**src/rtl/spi_master.sv**
```systemverilog
// SPI master for the SPI slave + RAM subsystem: frames 10-bit commands onto MOSI
// under SS_n and captures the 8-bit read-data reply from MISO, LSB first.
module spi_master #(
  parameter int unsigned RD_WAIT = 2,
  parameter int unsigned GAP     = 3
) (
  input  logic       clk,
  input  logic       a_rst_n,
  input  logic       start,
  input  logic [1:0] cmd,
  input  logic [7:0] payload,
  output logic       busy,
  output logic       done,
  output logic [7:0] rx_data,
  output logic       rx_valid,
  output logic       SS_n,
  output logic       MOSI,
  input  logic       MISO
);

  typedef enum logic [2:0] {
    S_IDLE,
    S_SELECT,
    S_SHIFT,
    S_WAIT,
    S_RECV,
    S_HOLD,
    S_GAP
  } state_t;

  localparam logic [1:0] CMD_RD_DATA = 2'b11;
  localparam logic [3:0] SHIFT_LAST  = 4'd9;
  localparam logic [3:0] RECV_LAST   = 4'd7;
  localparam logic [3:0] RD_LAST     = 4'(RD_WAIT - 1);
  localparam logic [3:0] GAP_LAST    = 4'(GAP - 1);

  state_t     state_q, state_d;
  logic [3:0] cnt_q, cnt_d;
  logic [9:0] tx_q, tx_d;
  logic       is_read_q, is_read_d;
  logic [7:0] rx_shift_q, rx_shift_d;
  logic [7:0] rx_data_q, rx_data_d;
  logic       busy_q, busy_d;
  logic       done_q, done_d;
  logic       rx_valid_q, rx_valid_d;
  logic       ss_n_q, ss_n_d;
  logic       mosi_q, mosi_d;

  // NOTE: every signal gets a default before the case so no path leaves one
  // unassigned; a missing default here would infer a latch.
  always_comb begin
    state_d    = state_q;
    cnt_d      = cnt_q;
    tx_d       = tx_q;
    is_read_d  = is_read_q;
    rx_shift_d = rx_shift_q;
    rx_data_d  = rx_data_q;
    busy_d     = busy_q;
    ss_n_d     = ss_n_q;
    done_d     = 1'b0;
    rx_valid_d = 1'b0;
    mosi_d     = 1'b0;

    unique case (state_q)
      S_IDLE: begin
        if (start) begin
          state_d   = S_SELECT;
          tx_d      = {cmd, payload};
          is_read_d = (cmd == CMD_RD_DATA);
          busy_d    = 1'b1;
          ss_n_d    = 1'b0;
        end
      end

      // MOSI is registered, so bit 9 is launched here to appear in the first SHIFT cycle.
      S_SELECT: begin
        state_d = S_SHIFT;
        cnt_d   = 4'd0;
        mosi_d  = tx_q[9];
        tx_d    = {tx_q[8:0], 1'b0};
      end

      S_SHIFT: begin
        if (cnt_q == SHIFT_LAST) begin
          cnt_d   = 4'd0;
          state_d = is_read_q ? S_WAIT : S_HOLD;
        end else begin
          cnt_d  = cnt_q + 4'd1;
          mosi_d = tx_q[9];
          tx_d   = {tx_q[8:0], 1'b0};
        end
      end

      S_WAIT: begin
        if (cnt_q == RD_LAST) begin
          cnt_d   = 4'd0;
          state_d = S_RECV;
        end else begin
          cnt_d = cnt_q + 4'd1;
        end
      end

      S_RECV: begin
        rx_shift_d = {MISO, rx_shift_q[7:1]};
        if (cnt_q == RECV_LAST) begin
          cnt_d   = 4'd0;
          state_d = S_HOLD;
        end else begin
          cnt_d = cnt_q + 4'd1;
        end
      end

      S_HOLD: begin
        state_d = S_GAP;
        cnt_d   = 4'd0;
        ss_n_d  = 1'b1;
        done_d  = 1'b1;
        if (is_read_q) begin
          rx_valid_d = 1'b1;
          rx_data_d  = rx_shift_q;
        end
      end

      S_GAP: begin
        if (cnt_q == GAP_LAST) begin
          cnt_d   = 4'd0;
          state_d = S_IDLE;
          busy_d  = 1'b0;
        end else begin
          cnt_d = cnt_q + 4'd1;
        end
      end

      default: state_d = S_IDLE;
    endcase
  end

  // NOTE: sequential state uses non-blocking assignments so every flop samples
  // the pre-edge value of the others, independent of statement order.
  always_ff @(posedge clk or negedge a_rst_n) begin
    if (!a_rst_n) begin
      state_q    <= S_IDLE;
      cnt_q      <= 4'd0;
      tx_q       <= 10'd0;
      is_read_q  <= 1'b0;
      rx_shift_q <= 8'h00;
      rx_data_q  <= 8'h00;
      busy_q     <= 1'b0;
      done_q     <= 1'b0;
      rx_valid_q <= 1'b0;
      ss_n_q     <= 1'b1;
      mosi_q     <= 1'b0;
    end else begin
      state_q    <= state_d;
      cnt_q      <= cnt_d;
      tx_q       <= tx_d;
      is_read_q  <= is_read_d;
      rx_shift_q <= rx_shift_d;
      rx_data_q  <= rx_data_d;
      busy_q     <= busy_d;
      done_q     <= done_d;
      rx_valid_q <= rx_valid_d;
      ss_n_q     <= ss_n_d;
      mosi_q     <= mosi_d;
    end
  end

  assign busy     = busy_q;
  assign done     = done_q;
  assign rx_data  = rx_data_q;
  assign rx_valid = rx_valid_q;
  assign SS_n     = ss_n_q;
  assign MOSI     = mosi_q;

endmodule

```
**config.mk**
```make
export PLATFORM = sky130hd
export DESIGN_NAME = spi_master
export DESIGN_NICKNAME = d
export VERILOG_FILES = /design/src/rtl/spi_master.sv
export SDC_FILE = /design/constraint.sdc
export NUM_CORES = 1
export LEC_CHECK = 0
export BUFFER_PORTS_ARGS = -buffer_cell sky130_fd_sc_hd__buf_2
export CAP_MARGIN = 20
export CORE_MARGIN = 2
export CORE_UTILIZATION = 56
export CTS_CLUSTER_SIZE = 40
export DETAILED_ROUTE_END_ITERATION = 10
export GPL_ROUTABILITY_DRIVEN = 0
export GPL_TIMING_DRIVEN = 0
export PLACE_DENSITY = 0.9
export SLEW_MARGIN = 15
export SYNTH_ARGS = -nofsm -noshare
export SYNTH_HDL_FRONTEND = slang
export SYNTH_SLANG_ARGS = --single-unit
export TNS_END_PERCENT = 10
```
**constraint.sdc**
```tcl
create_clock -name clk -period 2.18 [get_ports clk]
set_clock_uncertainty 0.1 [all_clocks]
set_input_delay 0.109 -clock clk [delete_from_list [all_inputs] [get_ports clk]]
set_output_delay 0.109 -clock clk [all_outputs]
set_load 0.02 [all_outputs]
```
==> flow_summary.ini <==
[run_status]
run_status = finished, final reports clean

[floorplanning]
row_count = 21
chipWidth_um = 62.3
fp.coreArea_um2 = 3310
die_height_um = 62.3
floorplan.initialDensity_pct = 57.5
floorplan.die_area_um2 = 3880
io-pin-count = 27

[finish]
fill_cells = 243
area_growth_syn_to_layout_pct = 21.7
postLayoutCoreUtil_pct = 70.0
post_route_cells_drive_above_1_share_pct = 28.1
register_area_um2 = 977
multiInputGateArea_um2 = 856
nets = 237
antennaDiodeCount = 0

[drt]
vias_per_cell = 5.44
detail-route-antenna-nets = 0
detailroute.via_count = 1453
wl_um = 3910
wl_per_cell_um = 14.6
drt_pre_antenna_iters = 4
drcViolationCount = 0
violation_count_after_the_first_detailed_routing_iteration = 99

[clock_tree]
clock_insertion_delay_at_the_later_pin_of_the_skew_report_ns = 0.35
clock-root-buffer = sky130_fd_sc_hd__clkbuf_4
cts_buffers = 5
clock_sinks = 39
number_of_buffers_on_the_longest_clock_path = 2
clk_pin_slew_worst_paths_ns = 0.11
cts.htree.levels = 2
cts_tree = built

[synth]
synthesis.yosys.warnings = 0
synth.area.top_cells = sky130_fd_sc_hd__dfrtp_1 50%, sky130_fd_sc_hd__mux2_2 9.5%, sky130_fd_sc_hd__mux2i_1 4.7%
synth.cells.most_frequent = 38 x sky130_fd_sc_hd__dfrtp_1, 18 x sky130_fd_sc_hd__nor2_1, 16 x sky130_fd_sc_hd__mux2_2
post_synth_instance_area_um2 = 1900
ys_seq_elements = 39
syn_nets = 192
synth_flop_cell = sky130_fd_sc_hd__dfrtp_1
proportion_of_synthesized_chip_area_in_sequential_cells_pct = 51.3
yosys.area.top_type = sky130_fd_sc_hd__dfrtp_1
synth_cell_type_count = 41
synth_most_common_cell = sky130_fd_sc_hd__dfrtp_1
synth_top_cell_area_share_pct = 49.9
number_of_synthesized_flops_with_an_enable_pin = 0
number_of_instances_in_the_synthesized_netlist = 175
syn_area_per_cell_um2 = 10.9
asyncSetResetFlopFracSynth_pct = 100

[power]
design_power_total_mw = 3.25
power_per_cell_area_nw_per_um2 = 1400
power.static_leakage_nw = 1.11
peak_supply_drop_v = 0.000701

[global_route]
grt_antenna_before_repair = 0
grt_pass1_wl_um = 6510
grt_use_total_pct = 21.6
number_of_global_route_vias_before_repair = 1407
grt_overflow = 0
grt_max_degree = 40

[worst_setup_path]
worst_path_dominant_cell_family = simple AND/OR/NAND/NOR gates
critical_path_slowest_stage_cell = sky130_fd_sc_hd__dfrtp_1
data_arrival_critical_path_ns = 2.23
worst_ep_required_time_ns = 2.31
cp_slowest_stage_delay_ns = 0.50
critical_path.max_fanout = 7
crit_chain = inv_1, ha_1, nor3b_2, nor3_2, nor2_1, nand2_1, mux2_1
criticalPathCategory = reg -> reg
cp-start-kind = register
cp_capture_type = register
critical_path_buf_inv_count = 1

[hold_path]
timing.hold.worst.class = in -> reg

[sta]
max-slew-margin-rel_pct = 45.7
finalCritPeriodShare_pct = 96.3
maxSlewViolCount = 0
setup_repair_after_global_routing_missed_its_margin = false
achievable_frequency_mhz = 476
hold_viol_final = 0
timing.final.crit_period_ns = 2.10
worst_hold_slack_ns = 0.00543
setup_viol = 0
tightestPinTransition_ns = 0.814

[run]
maxCapViolCount = 0

[place]
hpwlAfterDp_um = 2530
place.port_buffers = 26
[final cells by class]
class / count / area share [%]
flip-flops and latches: 39 / 42.1
well taps: 46 / 2.48
inverters: 6 / 0.971
multi-input cells: 121 / 36.9
plain buffers: 9 / 2.32
clock buffers: 6 / 1.78
repair buffers: 38 / 10.8
clock inverters: 2 / 2.59
[per-stage QoR]
stage	std cells	TNS, ns	setup WS, ns	instance area (um2)
after floorplan	175	0	0.231	1900
after global placement	247	-0.00885	-0.00885	2090
after detailed placement	247	-0.0266	-0.0266	2090
after CTS	266	0	0.131	2310
after global routing	267	0	0.0173	2320
final	267	0	0.0809	2320
[logic make-up (layout without fill, tap and decap cells)]
| logic type | after synthesis | after routing | synth area share (%) |
|---|---|---|---|
| AO/OA/AOI/OAI | 38 | 38 | 12.7 |
| buffers and inverters | 15 | 61 | 4.01 |
| AND/OR/NAND/NOR | 54 | 54 | 15.2 |
| flip-flops | 39 | 39 | 51.3 |
| adder cells (fa/ha/maj) | 3 | 3 | 1.97 |
| multiplexers | 26 | 26 | 14.8 |
[power breakdown]
group | internal, mW | switching [mW]
logic | 0.644 | 0.823
registers | 1.00 | 0.196
clock network | 0.358 | 0.233
[worst paths after layout]
check / startpoint / to / slack [ns] / cells after the start
worst max-delay path: cnt_q[0] / state_q[2] / 0.08 / 7
worst min-delay path: cmd[1] / tx_q[9] / 0.005 / 3
worst max register to register: cnt_q[0] / state_q[2] / 0.08 / 7
worst min register to register: rx_data[4] / rx_data[4] / 0.41 / 1
max in group asynchronous: a_rst_n / rx_data[3] / 1.14 / 2
min in group asynchronous: a_rst_n / tx_q[8] / 0.33 / 2
[cell usage in the layout, fill, tap and decap left out, types with 3 or more instances in the layout]
master,netlist,layout
sky130_fd_sc_hd__clkbuf_1,2,3
sky130_fd_sc_hd__nor2b_1,3,3
sky130_fd_sc_hd__mux2_2,16,16
sky130_fd_sc_hd__nor2_1,18,18
sky130_fd_sc_hd__mux2i_1,9,9
sky130_fd_sc_hd__nand2b_1,6,6
sky130_fd_sc_hd__dlygate4sd3_1,0,12
sky130_fd_sc_hd__dfrtp_1,38,38
sky130_fd_sc_hd__ha_1,3,3
sky130_fd_sc_hd__buf_2,4,30
sky130_fd_sc_hd__o21ai_0,7,7
sky130_fd_sc_hd__a21oi_1,15,15
sky130_fd_sc_hd__nand2_1,12,12
sky130_fd_sc_hd__inv_1,6,6
sky130_fd_sc_hd__clkbuf_4,0,5
[worst register-to-register path: stages (launching register included)]
cell	delay, ns
sky130_fd_sc_hd__dfrtp_1	0.50
sky130_fd_sc_hd__inv_1	0.10
sky130_fd_sc_hd__ha_1	0.22
sky130_fd_sc_hd__nor3b_2	0.17
sky130_fd_sc_hd__nor3_2	0.35
sky130_fd_sc_hd__nor2_1	0.12
sky130_fd_sc_hd__nand2_1	0.11
sky130_fd_sc_hd__mux2_1	0.33
[metal layers]
metal	vias up	GRT usage, %	share of wire (%)	routed length (um)
met5	-	0	0	0
met4	0	10.8	3.3	130
met3	16	4.17	3.2	127
met2	35	36.8	51	1980
met1	700	26.4	43	1680
li1	702	-	-	-
[state kept, by name (all words and copies together) (netlist names)]
name / cells
tx_q: 10
SS_n: 1
rx_shift_q: 8
done: 1
rx_valid: 1
state_q: 3
rx_data: 8
MOSI: 1
busy: 1
cnt_q: 4
is_read_q: 1
[repair_timing]
| action | CTS | global route |
|---|---|---|
| buffers inserted | 0 | 0 |
| setup endpoints to repair | 1 | 0 |
| hold buffers | 11 | 1 |
| hold endpoints to repair | 48 | 1 |
| resized for setup | 1 | 0 |
(Power assumes the default switching activity.)
